## src/rtl/lc3_pkg.sv

```systemverilog
// Shared LC-3 definitions for the EAB sequencer: opcodes, ADDR1/ADDR2 mux
// encodings, controller states and the address-forming instruction classes.
package lc3_pkg;

    localparam logic [3:0] OP_BR  = 4'b0000;
    localparam logic [3:0] OP_LD  = 4'b0010;
    localparam logic [3:0] OP_ST  = 4'b0011;
    localparam logic [3:0] OP_JSR = 4'b0100;
    localparam logic [3:0] OP_LDR = 4'b0110;
    localparam logic [3:0] OP_STR = 4'b0111;
    localparam logic [3:0] OP_LDI = 4'b1010;
    localparam logic [3:0] OP_STI = 4'b1011;
    localparam logic [3:0] OP_JMP = 4'b1100;
    localparam logic [3:0] OP_LEA = 4'b1110;

    localparam logic       SEL1_PC    = 1'b0;
    localparam logic       SEL1_RA    = 1'b1;
    localparam logic [1:0] SEL2_ZERO  = 2'd0;
    localparam logic [1:0] SEL2_OFF6  = 2'd1;
    localparam logic [1:0] SEL2_OFF9  = 2'd2;
    localparam logic [1:0] SEL2_OFF11 = 2'd3;

    typedef enum logic [2:0] {
        ST_IDLE,
        ST_ADDR,
        ST_RD1,
        ST_RD2,
        ST_WR,
        ST_DONE
    } state_t;

    // JUMP covers JMP, JSR and JSRR; LOAD covers LD/LDR; STORE covers ST/STR.
    typedef enum logic [2:0] {
        CLS_BR,
        CLS_JUMP,
        CLS_LEA,
        CLS_LOAD,
        CLS_LDI,
        CLS_STORE,
        CLS_STI,
        CLS_ILLEGAL
    } eab_class_t;

endpackage

```

## src/rtl/lc3_eab_decode.sv

```systemverilog
// Combinational decode of the IR opcode (plus the JSR/JSRR bit) into the
// ADDR1MUX/ADDR2MUX selects and the sequencing class of the instruction.
module lc3_eab_decode
    import lc3_pkg::*;
(
    input  logic [3:0] i_opcode,
    input  logic       i_jsr_long,
    output logic       o_sel1,
    output logic [1:0] o_sel2,
    output eab_class_t o_class,
    output logic       o_illegal
);

    always_comb begin
        o_sel1  = SEL1_PC;
        o_sel2  = SEL2_ZERO;
        o_class = CLS_ILLEGAL;
        case (i_opcode)
            OP_BR:  begin o_sel2 = SEL2_OFF9; o_class = CLS_BR;    end
            OP_LD:  begin o_sel2 = SEL2_OFF9; o_class = CLS_LOAD;  end
            OP_ST:  begin o_sel2 = SEL2_OFF9; o_class = CLS_STORE; end
            OP_LDI: begin o_sel2 = SEL2_OFF9; o_class = CLS_LDI;   end
            OP_STI: begin o_sel2 = SEL2_OFF9; o_class = CLS_STI;   end
            OP_LEA: begin o_sel2 = SEL2_OFF9; o_class = CLS_LEA;   end
            OP_JSR: begin
                o_class = CLS_JUMP;
                if (i_jsr_long) begin
                    o_sel2 = SEL2_OFF11;
                end else begin
                    o_sel1 = SEL1_RA;
                end
            end
            OP_LDR: begin o_sel1 = SEL1_RA; o_sel2 = SEL2_OFF6; o_class = CLS_LOAD;  end
            OP_STR: begin o_sel1 = SEL1_RA; o_sel2 = SEL2_OFF6; o_class = CLS_STORE; end
            OP_JMP: begin o_sel1 = SEL1_RA; o_class = CLS_JUMP; end
            default: ;
        endcase
    end

    assign o_illegal = (o_class == CLS_ILLEGAL);

endmodule

```

## src/rtl/lc3_eab_sequencer.sv

```systemverilog
// Multi-cycle EAB / MAR / memory-handshake sequencer for LC-3 address-forming
// instructions. Define LC3_MEM_TIMEOUT_EN to abort memory waits after TIMEOUT_CYCLES.
module lc3_eab_sequencer
    import lc3_pkg::*;
#(
    parameter int TIMEOUT_CYCLES = 16,
    parameter int CNT_W          = 5
) (
    input  logic        clk,
    input  logic        rst_n,
    input  logic        start,
    input  logic [15:0] ir_in,
    input  logic        nzp_match,
    input  logic        mem_ready,
    output logic        selEAB1,
    output logic [1:0]  selEAB2,
    output logic        ld_mar,
    output logic        ld_mar_mdr,
    output logic        ld_pc,
    output logic        ld_reg,
    output logic        mem_en,
    output logic        mem_we,
    output logic        ld_mdr,
    output logic        busy,
    output logic        done,
    output logic        err
);

    state_t      r_state;
    logic [15:0] r_ir;
    logic        r_ptr;      // first RD2/WR cycle of LDI/STI: MAR <= MDR, no access
    logic        w_sel1;
    logic [1:0]  w_sel2;
    eab_class_t  w_class;
    logic        w_illegal;
    logic        w_busy;
    logic        w_timeout;
    logic        w_unused_ir_bits;

    lc3_eab_decode u_decode (
        .i_opcode   (r_ir[15:12]),
        .i_jsr_long (r_ir[11]),
        .o_sel1     (w_sel1),
        .o_sel2     (w_sel2),
        .o_class    (w_class),
        .o_illegal  (w_illegal)
    );

    assign w_unused_ir_bits = ^{r_ir[10:0], w_illegal};

    if (TIMEOUT_CYCLES >= (1 << CNT_W)) begin : g_cnt_w_too_narrow_for_timeout
    end

`ifdef LC3_MEM_TIMEOUT_EN
    logic [CNT_W-1:0] r_cnt;

    assign w_timeout = (r_cnt == CNT_W'(TIMEOUT_CYCLES));

    // Only cycles actually waiting on memory count; pointer cycles restart the count.
    always_ff @(posedge clk or negedge rst_n) begin
        if (!rst_n) begin
            r_cnt <= '0;
        end else if (r_ptr || !(r_state == ST_RD1 || r_state == ST_RD2 || r_state == ST_WR)) begin
            r_cnt <= '0;
        end else if (!mem_ready && !w_timeout) begin
            r_cnt <= r_cnt + 1'b1;
        end
    end
`else
    assign w_timeout = 1'b0;
`endif

    always_ff @(posedge clk or negedge rst_n) begin
        if (!rst_n) begin
            r_state <= ST_IDLE;
            r_ir    <= '0;
            r_ptr   <= 1'b0;
        end else begin
            case (r_state)
                ST_IDLE: begin
                    if (start) begin
                        r_ir    <= ir_in;
                        r_state <= ST_ADDR;
                    end
                end
                ST_ADDR: begin
                    r_ptr <= 1'b0;
                    case (w_class)
                        CLS_LOAD, CLS_LDI, CLS_STI: r_state <= ST_RD1;
                        CLS_STORE:                  r_state <= ST_WR;
                        CLS_ILLEGAL:                r_state <= ST_IDLE;
                        default:                    r_state <= ST_DONE;
                    endcase
                end
                ST_RD1: begin
                    if (w_timeout) begin
                        r_state <= ST_IDLE;
                    end else if (mem_ready) begin
                        if (w_class == CLS_LDI) begin
                            r_state <= ST_RD2;
                            r_ptr   <= 1'b1;
                        end else if (w_class == CLS_STI) begin
                            r_state <= ST_WR;
                            r_ptr   <= 1'b1;
                        end else begin
                            r_state <= ST_DONE;
                        end
                    end
                end
                ST_RD2, ST_WR: begin
                    if (r_ptr) begin
                        r_ptr <= 1'b0;
                    end else if (w_timeout) begin
                        r_state <= ST_IDLE;
                    end else if (mem_ready) begin
                        r_state <= ST_DONE;
                    end
                end
                ST_DONE: r_state <= ST_IDLE;
                default: r_state <= ST_IDLE;
            endcase
        end
    end

    assign w_busy = (r_state != ST_IDLE);

    // Strobes decode from registered state/IR; ld_pc (BR) and ld_mdr follow
    // their same-cycle qualifiers so zero-wait memory costs no extra cycle.
    always_comb begin
        selEAB1    = w_busy ? w_sel1 : SEL1_PC;
        selEAB2    = w_busy ? w_sel2 : SEL2_ZERO;
        ld_mar     = 1'b0;
        ld_mar_mdr = 1'b0;
        ld_pc      = 1'b0;
        ld_reg     = 1'b0;
        mem_en     = 1'b0;
        mem_we     = 1'b0;
        ld_mdr     = 1'b0;
        done       = 1'b0;
        err        = 1'b0;
        busy       = w_busy;
        case (r_state)
            ST_ADDR: begin
                case (w_class)
                    CLS_BR:      ld_pc  = nzp_match;
                    CLS_JUMP:    ld_pc  = 1'b1;
                    CLS_LEA:     ld_reg = 1'b1;
                    CLS_ILLEGAL: err    = 1'b1;
                    default:     ld_mar = 1'b1;
                endcase
            end
            ST_RD1: begin
                if (w_timeout) begin
                    err = 1'b1;
                end else begin
                    mem_en = 1'b1;
                    ld_mdr = mem_ready;
                end
            end
            ST_RD2: begin
                if (r_ptr) begin
                    ld_mar_mdr = 1'b1;
                end else if (w_timeout) begin
                    err = 1'b1;
                end else begin
                    mem_en = 1'b1;
                    ld_mdr = mem_ready;
                end
            end
            ST_WR: begin
                if (r_ptr) begin
                    ld_mar_mdr = 1'b1;
                end else if (w_timeout) begin
                    err = 1'b1;
                end else begin
                    mem_en = 1'b1;
                    mem_we = 1'b1;
                end
            end
            ST_DONE: done = 1'b1;
            default: ;
        endcase
    end

endmodule

```

## config.mk

```make
export PLATFORM = sky130hd
export DESIGN_NAME = lc3_eab_sequencer
export DESIGN_NICKNAME = d
export VERILOG_FILES = /design/src/rtl/lc3_pkg.sv /design/src/rtl/lc3_eab_decode.sv /design/src/rtl/lc3_eab_sequencer.sv
export SDC_FILE = /design/constraint.sdc
export NUM_CORES = 1
export LEC_CHECK = 0
export ABC_CLOCK_PERIOD_IN_PS = 2100
export CAP_MARGIN = 5
export CORE_MARGIN = 2
export CORE_UTILIZATION = 41
export DETAILED_ROUTE_END_ITERATION = 10
export GPL_TIMING_DRIVEN = 0
export PLACE_DENSITY_LB_ADDON = 0.3
export SYNTH_ARGS = -nofsm -noshare
export SYNTH_HDL_FRONTEND = slang
export SYNTH_SLANG_ARGS = --single-unit
```

## constraint.sdc

```tcl
create_clock -name clk -period 2.1 [get_ports clk]
set_input_delay 0.315 -clock clk [delete_from_list [all_inputs] [get_ports clk]]
set_output_delay 0.315 -clock clk [all_outputs]
set_load 0.005 [all_outputs]
```

# After elaboration in Yosys (flattened, before gate mapping)
# Index checks and enable logic that the tools add are counted.
# totals
word_cells,82
memories,0
regBits,20
latch_bits,0
out_inout_bits,13
rom_bits,0
ramBits,0
inputBits,21
# op_classes
multipliers,0
eq_ne,26
addsub,0
bitwise_logic,0
mux,35
reduce_logical,18
shift,0
div_mod_pow,0
n_lt_le_gt_ge,0
# ops
operator,count
$pmux 3 s7,1
$mux 1,19
$eq 3x3->1 const B,6
$eq 4x4->1 const B,4
$mux 3,5
$eq 3x2->1 const B,4
$eq 4x3->1 const B,3
$pmux 3 s4,1
$pmux 1 s2,5
$reduce_or 2->1,5
$pmux 3 s3,1
$reduce_or 3->1,3
$eq 4x2->1 const B,2
$eq 3x1->1 const B,2
$logic_not 3->1,2
$ne 2x2->1 const B,3
$pmux 2 s3,1
$reduce_or 6->1,1
$logic_not 4->1,1
$mux 2,2
$reduce_and 4->1,1
$reduce_or 4->1,1
$ne 3x3->1 const B,1
$reduce_and 3->1,1
4 further kinds,4

# Depth between registers and ports, before layout
# logic_depth
depth_word,8
ltp_mapped,6
ltp_nobuf,4

# Hierarchy
# Synthesis repeated with hierarchy kept, for this count alone.
# unflattened
hier_cells,100
hier_area_um2,797.0
# modules_own_cells
mod,cells_per_inst,area_each_um2,instances,seq_area_each_um2
lc3_eab_sequencer,76,653.1,1,225.2
lc3_eab_decode,24,143.9,1,0.0

# Worst setup path before layout
# No wires, ideal clock.
# synth_timing
path_kind,register to register
start,reg r_state[2]
end,reg r_ir[13]
path_slack_ps,705
stages_incl_launch_ff,6
synth_period_minus_slack_ps,1395
path_buffers,2
t_arrival_ps,1267
t_required_ps,1973
setup_time_ps,127
path_cell_list,dfrtp_1 -> buf_4 -> nor3_2 -> and2_1 -> buf_4 -> mux2_1
# synth_between
elab_chain_len,2
# synth_rtl
element,line,source
start: declaration,lc3_eab_sequencer.sv:29,state_t r_state;
start signal: assignment,lc3_eab_sequencer.sv:75,r_state <= ST_IDLE;
start signal: assignment,lc3_eab_sequencer.sv:83,r_state <= ST_ADDR;
start signal: assignment,lc3_eab_sequencer.sv:89,"CLS_LOAD, CLS_LDI, CLS_STI: r_state <= ST_RD1;"
$logic_not 3->1,lc3_eab_sequencer.sv:79,case (r_state)
$reduce_and 2->1 (no source line),--,
end signal: assignment,lc3_eab_sequencer.sv:82,r_ir <= ir_in;
end: declaration,lc3_eab_sequencer.sv:30,logic [15:0] r_ir;
# No other way between the ends.
# A chain may end at the register's enable or synchronous reset.

# Worst setup path in the final report
# layout_timing
start,reg r_state[1]
end,out mem_en
# layout_between
elab_chain_len,3
word_cells_on_any_way,5
classes_between,eq/ne (3); mux (1); reduce/logical (1)
# layout_rtl
element,line,source
$eq 3x3->1 or $eq 3x2->1 (tied branches),lc3_eab_sequencer.sv:142,case (r_state)
$reduce_or 2->1 (no source line),--,
$pmux 1 s2 (*),lc3_eab_sequencer.sv:142,
end: declaration,lc3_eab_sequencer.sv:21,"output logic mem_en,"
# Every way passes the cells marked *; elsewhere a longest branch is shown, timed or not.

==> impl_results.md <==
- Hold buffer count at CTS: 0
- Clk slew on worst S/H paths: 0.06 ns
- Vias in the first global route: 667
- Number of DRC violations after detailed-routing iteration 0: 30
- Worst stage delay on the critical path: around 0.52 ns
- Commonest cells in the synthesized netlist: 12 x nand2_1, 9 x a21oi_1, 9 x dfrtp_1, 9 x nor2_1, 8 x o21ai_0
- Count of endpoints failing setup in the final report: 0
- Crit path launch: r_state[1]$_DFFE_PN0P_
- Cell variety after synth: 36
- Clock tree sinks: 9
- Pin count of the biggest net entering global routing: 11
- Cell count after placement: between 100 and 150
- Via count: about 840
- Die Height: 47.1 µm
- Total die area: around 2200 µm²
- Leading area contributor after synthesis: dfrtp_1
- Cell depth of the worst flop-to-flop path: 5
- Register-to-register setup slack: 0.62 ns
- Number of nets with antenna violations after detailed routing: 0
- Core area: approximately 1700 µm²
- Total power per unit cell area: 1480 nW/µm²
- Root Buffer: clkbuf_4
- Die span in x: 47.1 µm
- Leading register cell type out of synthesis: dfrtp_1
- Slew at the pin closest to its max-slew limit: between 0.3 and 0.4 ns
- TritonRoute pass-1 iters: 4
- Via density: 5.42
- Max-capacitance violation count: 0
- Outcome: finished, final reports clean
- Number of buffers inserted by port buffering: 22
- Warning count from the yosys run: 0
- Antenna violations before repair: 0
- Number of remaining DRC errors: 0
- Weighted congestion at the end of routability-driven global placement: between 0.8 and 0.9
- H-tree Lvls: 1
- Average cell area after synthesis: around 8.1 µm²
- Critical R2R Capture: r_ir[13]$_DFFE_PN0P_
- All-layer global routing usage: approximately 19%
- Synthesized net count: between 100 and 150
- Number of gates on the worst path with buffers counted: 5
- Launching point of the worst reg2reg path: r_state[2]$_DFFE_PN0P_
- Netlist Area Pre-Place: ~760 µm²
- Setup repair after global routing missed its margin: false
- Ordered list of cells on the worst path: buf_6 -> nor2_4 -> nand2_2 -> o22ai_1 -> clkdlybuf4s50_1
- Largest vdd supply drop: approximately 0.75 mV
- Share of synthesized flip-flops with an asynchronous set or reset: 100%
- Number of buffers on the longest clock path: 2
- Number of nets in the layout: between 150 and 200
- Synthesis-stage register bit count: 9
- Fmax: between 400 and 500 MHz
- Top-count cell post-synth: nand2_1
- Max Slew Vio Count: 0
- Crit path arrival time: approximately 1.7 ns
- Total area of sequential cells: between 200 and 250 µm²
- Fillcell total: approximately 160
- Fin cells: roughly 150
- Cells taking the most area after synthesis: dfrtp_1 30%, a21oi_1 5.9%, nand2_1 5.9%
- Number of instances in the synthesized netlist: 94
- EDFF count, synth: 0
- Category of the most critical setup path: flip-flop to output pin
- WL final: 1.93 mm
- DR WL/cell: between 10 and 15 µm
- Number of top-level design ports: 34
- Wire length of the first global-routing pass: around 3.0 mm
- Layout overhead on the synthesized area: 50.9%
- Area fraction of the dominant cell type after synthesis: roughly 30%
- Final Skew: about 0.00076 ns
- TritonCTS clock tree: done
- Final hold violation count: 0
- Number of rows created at floorplan: 15
- Number of buffers created by CTS: 3
- TNS Setup: 0 ns
- Overflow left after global routing: 0
- Slew headroom: 74.9%
- DPL Wire Length: 1.39 mm
- Antenna diode instance count: 0
- Initial core utilization: 43.7%
- Area of the multi-input gates: ~450 µm²
- Sequential element share of the synthesized area: between 20% and 30%
- Buffers & Inverters on Critical Path: 2
- Crit path max-delay cell type: clkdlybuf4s50_1
- Top cell family by delay on the critical path: buffers and inverters
- Endpoint kind of the worst setup timing path: output pin
- Tightest hold margin: about 0.34 ns
- Clock latency reported for the late side of the worst-skew pair: roughly 0.25 ns
- Share of cells above drive strength 1: between 20 and 30%
- Static leakage: approximately 0.56 nW
- Critical path required time: about 1.8 ns
- Type of the tightest min-delay check: primary input to asynchronous set/reset pin
- Crit share post-route: between 90% and 100%
- Clock period minus worst slack: roughly 2 ns
- Maximum fanout along the worst path: 10
- Critical path endpoint: mem_en
- Kind of start point of the critical path: flip-flop
[worst min-delay path by stage]
stage                                         to  slack (ns)  cells past startpoint
final                     r_state[2]$_DFFE_PN0P_        0.34                      1
after global routing           r_ptr$_DFFE_PN0P_        0.37                      1
after CTS                 r_state[2]$_DFFE_PN0P_        0.35                      1
after detailed placement    r_ir[11]$_DFFE_PN0P_        0.59                      2
after global placement      r_ir[11]$_DFFE_PN0P_        0.57                      2
after floorplan             r_ir[11]$_DFFE_PN0P_        0.02                      0
[cells by family (layout without fill, tap and decap cells)]
group | count (synthesis) | after routing | share of synthesized area, %
AO/OA/AOI/OAI | 31 | 31 | 26.6
buffers and inverters | 15 | 50 | 13.0
flip-flops | 9 | 9 | 29.6
multiplexers | 1 | 1 | 1.48
AND/OR/NAND/NOR | 38 | 38 | 29.4
[stage by stage]
stage | utilization, % | power (mW) | setup slack, ns | instance area (µm²)
final | 65.9 | 1.71 | 0.0806 | 1150
after global routing | 65.9 | 1.85 | 0.0112 | 1150
after CTS | 62.5 | 1.62 | 0.00167 | 1090
after detailed placement | 58.1 | 1.39 | 0.197 | 1010
after global placement | 58.1 | 1.36 | 0.209 | 1010
after floorplan | - | 1.03 | 0.705 | 762
[state kept, by name, summed over array words and instances (netlist names)]
name / flops
r_state: 3
r_ir: 5
r_ptr: 1
[worst register-to-register path: cells and delay by family, from the launching register on]
kind | cells | cell delay, ns
buf+inv | 2 | 0.31
flops | 1 | 0.36
simple gates | 2 | 0.38
mux | 1 | 0.32
[cells in the final DEF (no fill, tap or decap), drive strengths merged, types with 2 or more instances in the layout]
master         Yosys  layout
nand2             12      12
clkdlybuf4s50      0      16
and2               3       3
a21oi              9       9
and4               2       2
o32ai              2       2
nor2               9       9
and2b              2       2
o21ai              9       9
nor3               4       4
dfrtp              9       9
o22ai              2       2
buf                6      14
dlymetal6s2s       0       6
clkbuf             2       6
inv                7       5
clkinvlp           0       2
nand3              3       3
[what timing repair did]
action,4_1_cts,5_1_grt
gates resized for setup,8,10
setup endpoints to repair,6,8
endpoints found under the hold margin,0,0
setup buffers,5,4
[metal layers]
layer	GRT usage, %	part of all wire (%)	vias up
met5	0	0	-
li1	-	-	408
met3	1.15	4.6	2
met2	28.8	52	27
met1	28.3	43	398
met4	10.0	0.52	0
[power by group]
part | switching (mW) | internal (mW) | total [mW]
sequential | 0.0498 | 0.250 | 0.299
combinational | 0.624 | 0.655 | 1.28
clock | 0.0569 | 0.0700 | 0.127
total | 0.731 | 0.975 | 1.71
[final cells by class]
class                      count  share of cell area, %
tap                           25                   2.72
timing repair buffer          31                   26.3
sequential                     9                   19.6
buffer                         8                   6.53
multi-input combinational     70                   39.5
clock inverter                 1                  0.435
clock buffer                   3                   1.96
inverter                       7                   2.94
Power figures use the tool's default switching activity.
